### src/rtl/thread_state_arb.sv
// thread_state_arb
// Owns the per-thread state array of one sha512unit and arbitrates every
// write to it. Three clients touch the array:
//   - CPU: lookahead read port (registered) plus a write port that is never
//     stalled.
//   - Loader: a round-robin scheduler reserves a NONE thread and offers it;
//     the loader's completion writes WR_RDY.
//   - Unloader: a round-robin scheduler reserves an RD_RDY thread and offers
//     it; the unloader's completion writes NONE.
//
// Handshake (loader shown, unloader identical):
//   ld_valid_o=1 means ld_num_o is reserved for the loader and stays frozen.
//   The loader raises ld_done_i and holds it until it sees ld_ack_o. A done
//   request is granted in the first cycle the write port is free; in the
//   following cycle ld_ack_o pulses for exactly one cycle and ld_valid_o
//   drops. ld_done_i while ld_valid_o=0 is ignored.
//
// Write port priority: CPU > unloader > loader, one write per cycle.
// Schedulers and the read port see the registered array, so a write made in
// cycle t is visible to them from cycle t+1 (ts_rd_o shows it in t+2).
module thread_state_arb #(
  parameter int N_CORES       = 4,
  parameter int N_THREADS     = 4 * N_CORES,
  parameter int N_THREADS_MSB = $clog2(N_THREADS) - 1
) (
  input  logic                     clk_i,
  input  logic                     rst_i,
  // CPU / thread_number side
  input  logic [N_THREADS_MSB:0]   ts_rd_num_i,
  output logic [1:0]               ts_rd_o,
  input  logic                     cpu_wr_en_i,
  input  logic [N_THREADS_MSB:0]   cpu_wr_num_i,
  input  logic [1:0]               cpu_wr_state_i,
  // loader side
  output logic                     ld_valid_o,
  output logic [N_THREADS_MSB:0]   ld_num_o,
  input  logic                     ld_done_i,
  output logic                     ld_ack_o,
  // unloader side
  output logic                     ul_valid_o,
  output logic [N_THREADS_MSB:0]   ul_num_o,
  input  logic                     ul_done_i,
  output logic                     ul_ack_o,
  // scheduler state for observation: 1 = OFFER, 0 = SCAN
  output logic                     dbg_ld_offer_o,
  output logic                     dbg_ul_offer_o
);

  localparam int TW = N_THREADS_MSB + 1;

  // Thread state codes (2'd3 is BUSY, only ever written by the CPU).
  localparam logic [1:0] ST_NONE   = 2'd0;
  localparam logic [1:0] ST_WR_RDY = 2'd1;
  localparam logic [1:0] ST_RD_RDY = 2'd2;

  localparam logic [TW-1:0] LAST_THR  = TW'(N_THREADS - 1);
  localparam logic [TW:0]   N_THR_EXT = (TW + 1)'(N_THREADS);

  typedef enum logic {
    SCH_SCAN  = 1'b0,
    SCH_OFFER = 1'b1
  } sched_e;

  // Round-robin step with explicit wrap so non power-of-two counts work.
  function automatic logic [TW-1:0] ptr_next(input logic [TW-1:0] p);
    return (p == LAST_THR) ? '0 : p + 1'b1;
  endfunction

  // True when a thread number addresses a real array entry.
  function automatic logic in_range(input logic [TW-1:0] n);
    return ({1'b0, n} < N_THR_EXT);
  endfunction

  // ---------------------------------------------------------------------
  // State array and read port
  // ---------------------------------------------------------------------
  logic [1:0]    state_q [N_THREADS];
  logic [1:0]    ts_rd_q;

  logic          wr_en;
  logic [TW-1:0] wr_idx;
  logic [1:0]    wr_data;

  // Registered lookahead read; no bypass from a same-cycle write.
  always_ff @(posedge clk_i or posedge rst_i) begin
    if (rst_i) begin
      ts_rd_q <= ST_NONE;
    end else if (in_range(ts_rd_num_i)) begin
      ts_rd_q <= state_q[ts_rd_num_i];
    end else begin
      ts_rd_q <= ST_NONE;
    end
  end

  // Single write port into the thread state array.
  always_ff @(posedge clk_i or posedge rst_i) begin
    if (rst_i) begin
      for (int i = 0; i < N_THREADS; i++) begin
        state_q[i] <= ST_NONE;
      end
    end else if (wr_en) begin
      state_q[wr_idx] <= wr_data;
    end
  end

  assign ts_rd_o = ts_rd_q;

  // ---------------------------------------------------------------------
  // Write arbitration
  // ---------------------------------------------------------------------
  logic          ld_valid_q;
  logic [TW-1:0] ld_num_q;
  logic          ld_ack_q;
  logic [TW-1:0] ld_ptr_q;
  sched_e        ld_st_q;

  logic          ul_valid_q;
  logic [TW-1:0] ul_num_q;
  logic          ul_ack_q;
  logic [TW-1:0] ul_ptr_q;
  sched_e        ul_st_q;

  logic          cpu_go;
  logic          ld_req;
  logic          ul_req;
  logic          ld_grant;
  logic          ul_grant;

  // Fixed priority CPU > unloader > loader. Requests only count while the
  // matching offer is live, so stray done pulses never reach the array.
  // An out-of-range CPU write is dropped and does not block the others.
  always_comb begin
    cpu_go   = cpu_wr_en_i & in_range(cpu_wr_num_i);
    ld_req   = ld_valid_q & ld_done_i;
    ul_req   = ul_valid_q & ul_done_i;
    ul_grant = ul_req & ~cpu_go;
    ld_grant = ld_req & ~cpu_go & ~ul_req;

    wr_en    = 1'b0;
    wr_idx   = '0;
    wr_data  = ST_NONE;
    if (cpu_go) begin
      wr_en   = 1'b1;
      wr_idx  = cpu_wr_num_i;
      wr_data = cpu_wr_state_i;
    end else if (ul_grant) begin
      wr_en   = 1'b1;
      wr_idx  = ul_num_q;
      wr_data = ST_NONE;
    end else if (ld_grant) begin
      wr_en   = 1'b1;
      wr_idx  = ld_num_q;
      wr_data = ST_WR_RDY;
    end
  end

  // ---------------------------------------------------------------------
  // Loader scheduler: look for a NONE thread, offer it, wait for the write
  // ---------------------------------------------------------------------
  // Scanning stops while an offer is outstanding; the pointer resumes one
  // past the thread just handed back so every thread gets its turn.
  always_ff @(posedge clk_i or posedge rst_i) begin
    if (rst_i) begin
      ld_st_q    <= SCH_SCAN;
      ld_ptr_q   <= '0;
      ld_num_q   <= '0;
      ld_valid_q <= 1'b0;
      ld_ack_q   <= 1'b0;
    end else begin
      ld_ack_q <= 1'b0;
      case (ld_st_q)
        SCH_SCAN: begin
          if (state_q[ld_ptr_q] == ST_NONE) begin
            ld_valid_q <= 1'b1;
            ld_num_q   <= ld_ptr_q;
            ld_st_q    <= SCH_OFFER;
          end else begin
            ld_ptr_q <= ptr_next(ld_ptr_q);
          end
        end
        SCH_OFFER: begin
          if (ld_grant) begin
            ld_valid_q <= 1'b0;
            ld_ack_q   <= 1'b1;
            ld_ptr_q   <= ptr_next(ld_num_q);
            ld_st_q    <= SCH_SCAN;
          end
        end
        default: begin
          ld_st_q <= SCH_SCAN;
        end
      endcase
    end
  end

  // ---------------------------------------------------------------------
  // Unloader scheduler: look for an RD_RDY thread, offer it, wait for the
  // write that returns it to NONE
  // ---------------------------------------------------------------------
  // Same round-robin discipline as the loader with an independent pointer.
  always_ff @(posedge clk_i or posedge rst_i) begin
    if (rst_i) begin
      ul_st_q    <= SCH_SCAN;
      ul_ptr_q   <= '0;
      ul_num_q   <= '0;
      ul_valid_q <= 1'b0;
      ul_ack_q   <= 1'b0;
    end else begin
      ul_ack_q <= 1'b0;
      case (ul_st_q)
        SCH_SCAN: begin
          if (state_q[ul_ptr_q] == ST_RD_RDY) begin
            ul_valid_q <= 1'b1;
            ul_num_q   <= ul_ptr_q;
            ul_st_q    <= SCH_OFFER;
          end else begin
            ul_ptr_q <= ptr_next(ul_ptr_q);
          end
        end
        SCH_OFFER: begin
          if (ul_grant) begin
            ul_valid_q <= 1'b0;
            ul_ack_q   <= 1'b1;
            ul_ptr_q   <= ptr_next(ul_num_q);
            ul_st_q    <= SCH_SCAN;
          end
        end
        default: begin
          ul_st_q <= SCH_SCAN;
        end
      endcase
    end
  end

  // ---------------------------------------------------------------------
  // Outputs
  // ---------------------------------------------------------------------
  assign ld_valid_o     = ld_valid_q;
  assign ld_num_o       = ld_num_q;
  assign ld_ack_o       = ld_ack_q;
  assign ul_valid_o     = ul_valid_q;
  assign ul_num_o       = ul_num_q;
  assign ul_ack_o       = ul_ack_q;
  assign dbg_ld_offer_o = (ld_st_q == SCH_OFFER);
  assign dbg_ul_offer_o = (ul_st_q == SCH_OFFER);

endmodule

### config.mk
export PLATFORM = sky130hd
export DESIGN_NAME = thread_state_arb
export DESIGN_NICKNAME = d
export VERILOG_FILES = /design/src/rtl/thread_state_arb.sv
export SDC_FILE = /design/constraint.sdc
export NUM_CORES = 1
export LEC_CHECK = 0
export ABC_AREA = 1
export CORE_MARGIN = 5
export CORE_UTILIZATION = 30
export DETAILED_ROUTE_END_ITERATION = 8
export GPL_ROUTABILITY_DRIVEN = 0
export GPL_TIMING_DRIVEN = 0
export SYNTH_ARGS = -nofsm -noshare
export SYNTH_HDL_FRONTEND = slang
export SYNTH_SLANG_ARGS = --single-unit
### constraint.sdc
create_clock -name clk_i -period 2 [get_ports clk_i]
set_clock_uncertainty 0.2 [all_clocks]
set_input_delay 0.2 -clock clk_i [delete_from_list [all_inputs] [get_ports clk_i]]
set_output_delay 0.2 -clock clk_i [all_outputs]
set_load 0.1 [all_outputs]
==> flow_metrics.env <==
export IMPL_syn_nets=467
export IMPL_synth_edff_count=0
export IMPL_clockBufferDepth=2
export IMPL_die_h_microns=115
export IMPL_cellLeakagePower_uw=0.00182
export IMPL_yosysWarnings=0
export IMPL_nNetsFinal=506
export IMPL_cp_slowest_cell="dlygate4sd2_1"
export IMPL_yosys_area_top_type="dfrtp_1"
export IMPL_synthFlopType="dfrtp_1"
export IMPL_routed_wl_microns=9440
export IMPL_tightest_slew_ps=977
export IMPL_ys_types=27
export IMPL_regArea_sq_mm=0.00141
export IMPL_criticalPathCategory="register to output port"
export IMPL_async_flop_share=1.00
export IMPL_dieWidth_microns=115
export IMPL_cpPeakStageDelay_ps=860
export IMPL_ys_top_cells_by_area="dfrtp_1 (43%), nand2_1 (15%), o21ai_0 (8.4%), inv_1 (5.4%), nand3_1 (4.7%)"
export IMPL_fillerInstances=1118
export IMPL_fin_crit_ps=1960
export IMPL_syn_to_final_growth_pct=22.2
export IMPL_insertion_delay_ps=320
export IMPL_ios=31
export IMPL_synth_top_family_by_area="simple AND/OR/NAND/NOR gates"
export IMPL_yosysSeqAreaShare=0.427
export IMPL_ir_drop_v=0.000879
export IMPL_post_place_ws_ps=-467
export IMPL_crit_required_ps=1600
export IMPL_crit_arrival_ps=1560
export IMPL_io_buffers=29
export IMPL_post_route_period_util=0.982
export IMPL_synth_cells=448
export IMPL_synth_xor_area_frac=0.0107
export IMPL_layout_drive_gt1_share=0.152
export IMPL_synth_fa_ha_area_frac=0.0152
export IMPL_clkSinkCount=56
export IMPL_yosys_area_share_simple=0.279
export IMPL_status="finished clean"
export IMPL_powerDensity_mw_per_mm2=1620
export IMPL_max_freq_ghz=0.509
export IMPL_slew_headroom=0.351
export IMPL_ant_nets=0
export IMPL_vias_per_cell=5.09
export IMPL_firstDrtPassIters=5
export IMPL_crit_fanout=3
export IMPL_initial_core_util=0.304
export IMPL_synth_top_area_share=0.427
export IMPL_grt_pass1_vias=3130
export IMPL_path_delay_family="buffers and inverters"
export IMPL_clockRootBuffer="clkbuf_8"
export IMPL_synth_compound_area_frac=0.186
export IMPL_antenna_found_initial=0
export IMPL_final_max_slew_violation_count=0
export IMPL_finalHoldViolCount=0
export IMPL_dr_total_vias=3196
export IMPL_cp_cell_sequence="dlygate4sd2_1"
export IMPL_diodes=0
export IMPL_path_clk_slew_ps=100
export IMPL_hpwlAfterDp_microns=6930
export IMPL_yosysMostFrequentCell="nand2_1"
export IMPL_drt_first_iter_violations=335
export IMPL_grt_max_degree=43
export IMPL_multi_input_area_sq_mm=0.00170
export IMPL_avgSynthCellArea_sq_um=7.33
export IMPL_drc=0
export IMPL_cp_start_kind="register"
export IMPL_htreeDepth=2
export IMPL_hold_path_class="primary input to register"
export IMPL_grt_pass1_wl_microns=15600
export IMPL_cts_tree="built"
export IMPL_synth_common_cells="nand2_1 (133), dfrtp_1 (56), o21ai_0 (55)"
export IMPL_synth_mux_area_frac=0.00610
export IMPL_syn_area_sq_mm=0.00328
export IMPL_setup_violations=0
export IMPL_critPathBufInv=1
export IMPL_finalPower_uw=6500
export IMPL_wl_per_cell_microns=15.0
export IMPL_drv_cap=0
export IMPL_fin_ws_ps=36.8
export IMPL_core_sq_mm=0.0108
export IMPL_rows=38
export IMPL_fp_dieArea_sq_mm=0.0131
export IMPL_cts_buffers=5
export IMPL_cp_end_kind="output port"
export IMPL_overflow=0
export IMPL_synth_seq_cells=56
export IMPL_grt_usage=0.148
==> metal layers <==
layer	vias up	GRT usage	share of wire
met5	-	0	0
met4	0	0.0546	0.028
li1	1558	-	-
met2	120	0.235	0.46
met3	21	0.0222	0.058
met1	1497	0.203	0.46
==> final cells by class <==
cell class / count / share of cell area
clock inverters: 3 / 0.0225
inverters: 53 / 0.0496
clock buffers: 5 / 0.0172
plain buffers: 9 / 0.0143
well taps: 140 / 0.0437
multi-input cells: 330 / 0.423
flip-flops and latches: 56 / 0.352
repair buffers: 32 / 0.0770
==> path summary, 6_finish.rpt <==
kind	slack [ps]	cells after the start	start	to
max	40	1	ld_valid_o$_DFFE_PP0P_	ld_valid_o
min	290	4	cpu_wr_en_i	ul_ack_o$_DFF_PP0_
max reg2reg	110	10	ul_valid_o$_DFFE_PP0P_	state_q[9]$_DFFE_PP0P_
min reg2reg	310	2	state_q[13]$_DFFE_PP0P_	state_q[13]$_DFFE_PP0P_
max in group asynchronous	530	4	rst_i	ld_ptr_q[0]$_DFFE_PP0N_
min in group asynchronous	510	3	rst_i	dbg_ul_offer_o$_DFF_PP0_
==> registers in the layout (all words and copies together), names as in the netlist <==
name,count
state_q,32
ul_ack_o,1
dbg_ul_offer_o,1
ld_ptr_q,4
ld_ack_o,1
ld_num_o,4
ld_valid_o,1
ul_valid_o,1
dbg_ld_offer_o,1
ul_ptr_q,4
ts_rd_o,2
ul_num_o,4
==> stage by stage <==
step                      std cells  cell area, sq um   util  hold WS [ps]  setup TNS [ps]
after CTS                       627              3960  0.367           312               0
after global routing            628              4010  0.372           341           -13.4
after floorplan                 448              3300      -           109               0
final                           628              4010  0.372           291               0
after detailed placement        618              3780  0.350           307          -10910
after global placement          617              3760  0.348           277          -55730
==> kinds of logic after synthesis <==
| kind of cell | count (synthesis) |
|---|---|
| DFF | 56 |
| AOI/OAI and AO/OA | 115 |
| xor gates and xnor gates | 4 |
| buffers and inverters | 62 |
| muxes | 2 |
| adders and majority gates | 4 |
| and+or+nand+nor | 205 |
==> power breakdown <==
| group | internal [uW] | switching (uW) | leakage, uW |
|---|---|---|---|
| registers | 1600 | 543 | 0.000712 |
| clock network | 626 | 387 | 0.0000784 |
| logic | 971 | 2380 | 0.00103 |
| total | 3190 | 3310 | 0.00182 |
==> layout by cell type, fill, tap and decap left out, types with 10 or more instances in the layout <==
| cell | synthesis | final |
|---|---|---|
| nand2_1 | 133 | 123 |
| o21ai_0 | 55 | 54 |
| dfrtp_1 | 56 | 46 |
| inv_1 | 47 | 44 |
| o21ai_1 | 30 | 31 |
| nand3_1 | 31 | 30 |
| nor2_1 | 19 | 18 |
| a21oi_1 | 16 | 15 |
| nand2_2 | 3 | 13 |
| clkdlybuf4s50_1 | 0 | 12 |
| nor2_4 | 8 | 11 |
| dfrtp_2 | 0 | 10 |
==> repair_timing <==
action	in CTS	in global routing
pin swaps	0	4
setup endpoints to repair	40	52
setup buffers	0	1
hold buffers	1	0
gates resized for setup	34	26
endpoints found under the hold margin	14	0
(Power assumes the default switching activity.)
